--- src/rtl/updown_mod_counter.sv ---
// Up/down counter over the runtime range 0..max_val, with sync clear, parallel load,
// and either wrap-around (registered one-cycle wrap pulse) or saturation at the bounds.
module updown_mod_counter #(
    parameter int unsigned WIDTH    = 4,
    parameter int unsigned INIT     = 0,
    parameter int unsigned SATURATE = 0
) (
    input  logic             clk,
    input  logic             rst,
    input  logic             en,
    input  logic             up,
    input  logic             clr,
    input  logic             load,
    input  logic [WIDTH-1:0] load_val,
    input  logic [WIDTH-1:0] max_val,
    output logic [WIDTH-1:0] count,
    output logic             tc,
    output logic             wrap
);

    localparam logic [WIDTH-1:0] InitVal = WIDTH'(INIT);
    localparam logic [WIDTH-1:0] One     = WIDTH'(1);
    localparam logic [WIDTH-1:0] Zero    = '0;

    logic [WIDTH-1:0] count_d, count_q;
    logic             wrap_d, wrap_q;
    logic             at_top, at_bottom;

    // ">=" so a count left above a lowered max_val still wraps or clamps on the next up-count.
    assign at_top    = (count_q >= max_val);
    assign at_bottom = (count_q == Zero);

    always_comb begin
        count_d = count_q;
        wrap_d  = 1'b0;
        if (!rst) begin
            count_d = InitVal;
        end else if (clr) begin
            count_d = Zero;
        end else if (load) begin
            count_d = (load_val > max_val) ? max_val : load_val;
        end else if (en) begin
            if (up) begin
                if (!at_top) begin
                    count_d = count_q + One;
                end else if (SATURATE != 0) begin
                    count_d = max_val;
                end else begin
                    count_d = Zero;
                    wrap_d  = 1'b1;
                end
            end else begin
                if (!at_bottom) begin
                    count_d = count_q - One;
                end else if (SATURATE != 0) begin
                    count_d = Zero;
                end else begin
                    count_d = max_val;
                    wrap_d  = 1'b1;
                end
            end
        end
    end

    always_ff @(posedge clk) begin
        count_q <= count_d;
        wrap_q  <= wrap_d;
    end

    assign count = count_q;
    assign wrap  = wrap_q;
    assign tc    = en & ((up & at_top) | (~up & at_bottom));

endmodule
--- config.mk ---
export PLATFORM = sky130hd
export DESIGN_NAME = updown_mod_counter
export DESIGN_NICKNAME = d
export VERILOG_FILES = /design/src/rtl/updown_mod_counter.sv
export SDC_FILE = /design/constraint.sdc
export NUM_CORES = 1
export LEC_CHECK = 0
export ABC_AREA = 1
export CORE_ASPECT_RATIO = 1.2
export CORE_MARGIN = 8
export CORE_UTILIZATION = 47
export DETAILED_ROUTE_END_ITERATION = 8
export GPL_TIMING_DRIVEN = 0
export PLACE_DENSITY = 0.84
export SLEW_MARGIN = 20
export SYNTH_ARGS = -nofsm -noshare
export SYNTH_HDL_FRONTEND = slang
export SYNTH_SLANG_ARGS = --single-unit
--- constraint.sdc ---
create_clock -name clk -period 1.6 [get_ports clk]
set_input_delay 0.32 -clock clk [delete_from_list [all_inputs] [get_ports clk]]
set_output_delay 0.32 -clock clk [all_outputs]
set_load 0.005 [all_outputs]
After elaboration in Yosys (flattened, before gate mapping)
Cells that the tools add are included.
{"block": "totals", "register_bits": 5, "in_bits": 14, "out_inout_bits": 6, "wordCells": 26}
{"block": "classes", "n_addsub": 2, "order_cmp": 2, "n_mux": 9, "bitwise_logic": 7, "reduce_logical": 4}
{"op": "$mux 4", "count": 6}
{"op": "$add 4x1->4 const B", "count": 1}
{"op": "$ge 4x4->1", "count": 1}
{"op": "$gt 4x4->1", "count": 1}
{"op": "$logic_not 4->1", "count": 1}
{"op": "$reduce_or 4->1", "count": 1}
{"op": "$sub 4x1->4 const B", "count": 1}
{"op": "$and 1x1->1", "count": 3}
{"op": "$mux 1", "count": 3}
{"op": "$not 1->1", "count": 3}
{"op": "$reduce_bool 2->1", "count": 1}
{"op": "$reduce_or 2->1", "count": 1}
{"op": "$or 1x1->1", "count": 1}

Longest topological paths before layout
{"block": "depth", "word_depth": 5, "depth_mapped": 13, "depth_no_buf": 13}

Least setup slack after synthesis
No wires, ideal clock.
{"block": "synth_path", "path_type": "flip-flop to output port", "startpoint": "register count_q[0] (netlist: count[0])", "endpoint": "output tc", "arrival_ns": 1.221, "required_ns": 1.280, "slack_ns": 0.059, "stages_incl_launch_ff": 11, "n_path_buf": 0, "path_cell_list": "dfxtp_1 > inv_1 > ha_1 > inv_1 > nand2_1 > nand2_1 > nand2_1 > nand2_1 > nand2_2 > nand2_1 > inv_1"}
{"block": "synth_via", "elab_chain_cells": 4, "elab_cells_between_ends": 6, "classes_between": "1 x order compare; 4 x bitwise; 1 x reduce/logical"}
{"element": "from (decl)", "line": "25", "source": "logic [WIDTH-1:0] count_d, count_q;"}
{"element": "from (signal assigned)", "line": "66", "source": "count_q <= count_d;"}
{"element": "$ge 4x4->1 or $logic_not 4->1 (tied branches)", "line": "30, 31"}
{"element": "$and 1x1->1", "line": "72", "source": "assign tc = en & ((up & at_top) | (~up & at_bottom));"}
{"element": "$or 1x1->1 (*)", "line": "72"}
{"element": "$and 1x1->1 (*)", "line": "72"}
{"element": "to (decl)", "line": "17", "source": "output logic tc,"}
Mark *: on every way between the ends. The rest lies on a longest branch, timed or not.

Final worst setup path
{"block": "layout_path", "startpoint": "register count_q[3] (netlist: count[3])", "endpoint": "output tc"}
Same word-level chain as after synthesis.

==> implementation parameters <==
Parameter                              Value

Logic synthesis
  Top cell type by total area after synthesis    ha_1
  Most area-consuming cells after synthesis    ha_1 (17%), nand2_1 (16%), inv_1 (14%), dfxtp_1 (13%), nand3_1 (12%)
  Count of yosys warnings during synthesis    0
  Number of cells produced by synthesis    127
  FF+latch count, synth    5
  Top cells by count, synth    nand2_1 (32), inv_1 (27), nand3_1 (18)
  Cell area after synthesis    748 µm²
  Net Count, Synth    151
  Mean instance size in the synthesized netlist    5.89 µm²
  Number of synthesized flops with an enable pin    0
  Most common flop cell mapped by yosys    dfxtp_1
  Area share of the leading cell type in the synthesized netlist    0.167
  Proportion of synthesized flip-flops having asynchronous set or reset    0
  Sequential element share of the synthesized area    0.134
  Cell with the most instances after synthesis    nand2_1
  Yosys cell types    19

Clock tree
  Clock latency on the worst-skew pair    roughly 0.25 ns
  Clk sink count    5
  Maximum buffer depth of the clock tree    2
  Clock tree root driver cell    clkbuf_4
  CTS H-tree depth    1
  Number of CTS-inserted buffers    3
  Clock tree from TritonCTS    yes
  Clock Pin Slew Worst Setup and Hold Paths    0.05 ns
  Cts-stage hold buffer count    0

Critical path
  Cells on worst reg2reg path    13
  Register-to-Register Setup Slack    0.02 ns
  R2R Path End    wrap
  Category of the most critical setup path    flip-flop to primary output
  Worst setup path start    count[3]
  Start of the worst register-to-register path    count[0]
  Data arrival at the endpoint of the critical path    1.45 ns
  CP Launch Type    flip-flop
  Required time of the critical path    1.28 ns
  Type of element capturing the critical path    primary output
  Worst-path fanout max    2

Timing
  Rel. slew slack    0.823
  Setup violators final    1
  Final count of hold timing violations    0
  Worst clock skew    0.0102 ns
  Fin Setup TNS    -0.169 ns
  Final critical-path setup slack    -0.169 ns
  Worst Max-Slew Pin Slew    0.262 ns
  Shortest period the worst path allows    1.77 ns
  Final-report max-slew violation count    0
  Part of the cycle the worst path needs    1.11
  Setup repair after global routing missed its margin    true
  Fmax achieved    0.565 GHz

Placed design
  Number of port buffers    18
  Routability Congestion    0.814
  Total half-perimeter wirelength after legalization and detailed placement    ~1600 µm
  Setup Slack @ Placement    -0.921 ns

Drt
  Vias/cell    5.61
  Met1 layer wirelength in the final routing    1070 µm
  Post-detailed-route DRC marker count    0
  Post-route ant nets    0
  Average detailed-routed wire length per instance    15.6 µm
  Via count of the routed design    1016
  Amount of wire on met3 after detailed routing    148 µm
  Router iterations before antenna repair    4
  Top layer used by detailed routing    met4
  Detailed Route Iter0 Violations    23
  WL final    2820 µm
  Met2 wire length    roughly 1500 µm

Global routing
  Largest net degree at the start of global routing    9
  Global-route wire length before repair    between 4000 and 5000 µm
  Total congestion overflow after global routing    0
  Total routing usage reported by global routing    0.173
  Number of global-route vias before repair    996
  Antenna violations before repair    0

Floorplanning
  Placeable Area    1560 µm²
  Die Wd    52.4 µm
  Height of the die    59.7 µm
  Number of top-level pins    20
  Initial core utilization    0.479
  Die Outline Area    3130 µm²
  Cell row count    16

Pwr
  Peak VDD IR    533 µV
  PwrDens    512 nW/µm²
  Lkg Pwr    0.704 nW

Min path
  Worst Hold Path Cells    2
  HP Start    load
  Type of the most critical hold path    input pin to flip-flop
  Sink of the worst hold path    wrap

Flow run
  Max-capacitance violation count    0

Layout
  Final layout net count    approximately 190
  Number of antenna diodes    0
  Fraction of layout cells with a size suffix above 1    0.362
  Fillers    about 110
  Synth-to-layout area growth    65.9%
  Final Util    0.795
  Multi-input gate area    642 µm²
  Area taken by flip-flops and latches    approximately 110 µm²

Status
  Failing checks    setup timing
  Result of the run    finished with violations
[worst max path at each step]
| stage | end | slack [ns] | cells past startpoint |
|---|---|---|---|
| global route | tc | -0.21 | 11 |
| finish | tc | -0.17 | 7 |
| detailed placement | tc | -0.92 | 9 |
| global placement | tc | -0.85 | 9 |
| floorplan | tc | 0.06 | 10 |
| CTS | tc | -0.15 | 11 |
[cells by family after synthesis]
| family | synth area share |
|---|---|
| AO/OA/AOI/OAI | 0.0870 |
| XOR/XNOR | 0.0117 |
| adder cells (fa/ha/maj) | 0.167 |
| buffers and inverters | 0.179 |
| flip-flops | 0.134 |
| AND/OR/NAND/NOR | 0.421 |
[worst max-delay path, stage by stage, from the launching register on]
cell and delay [ns]:
dfxtp_4 0.36, ha_4 0.21, nand2_1 0.08, nor3b_4 0.23, nand2_2 0.09, nand2_2 0.08
inv_2 0.04, buf_6 0.11
[timing repair]
| item | 4_1_cts | 5_1_grt |
|---|---|---|
| buffers inserted | 13 | 1 |
| pin swaps | 9 | 6 |
| endpoints found under the setup margin | 7 | 9 |
| resized for setup | 33 | 24 |
[area by class of cell]
cell class	count	share of cell area
inverters	29	0.0938
repair buffers	32	0.242
plain buffers	2	0.0181
well taps	18	0.0181
clock buffers	4	0.0212
multi-input cells	91	0.517
flip-flops and latches	5	0.0897
[sequential cells by signal, summed over array words and instances (netlist names)]
| signal | flops |
|---|---|
| wrap | 1 |
| count | 4 |
[layout by cell type, fill, tap and decap left out, types with 5 or more instances in the layout]
| cell type | n |
|---|---|
| clkdlybuf4s50_1 | 5 |
| inv_2 | 7 |
| nand2_2 | 6 |
| ha_4 | 6 |
| inv_1 | 20 |
| nand2_1 | 28 |
| dlymetal6s2s_1 | 7 |
| nor2_1 | 7 |
| buf_4 | 13 |
| nand3_1 | 16 |
[metrics by stage]
| step | instance area (µm²) | power [mW] | hold WS [ns] | std cells |
|---|---|---|---|---|
| floorplan | 748 | 0.298 | 0.508 | 127 |
| detailed placement | 951 | 0.384 | 0.527 | 163 |
| global placement | 951 | 0.373 | 0.527 | 163 |
| finish | 1240 | 0.635 | 0.265 | 181 |
| global route | 1240 | 0.678 | 0.259 | 181 |
| CTS | 1150 | 0.585 | 0.263 | 180 |
[report_power, final]
group          total, mW  internal (mW)  switching, mW
Sequential         0.140          0.130        0.00982
Clock              0.152         0.0946         0.0577
Combinational      0.344          0.160          0.183
[layer usage]
layer / vias up / track usage
met3: 14 / 0.0522
met4: 0 / 0.0815
met1: 476 / 0.168
li1: 473 / -
met2: 53 / 0.317
met5: - / 0
No activity file was read; power rests on OpenSTA's default activity.
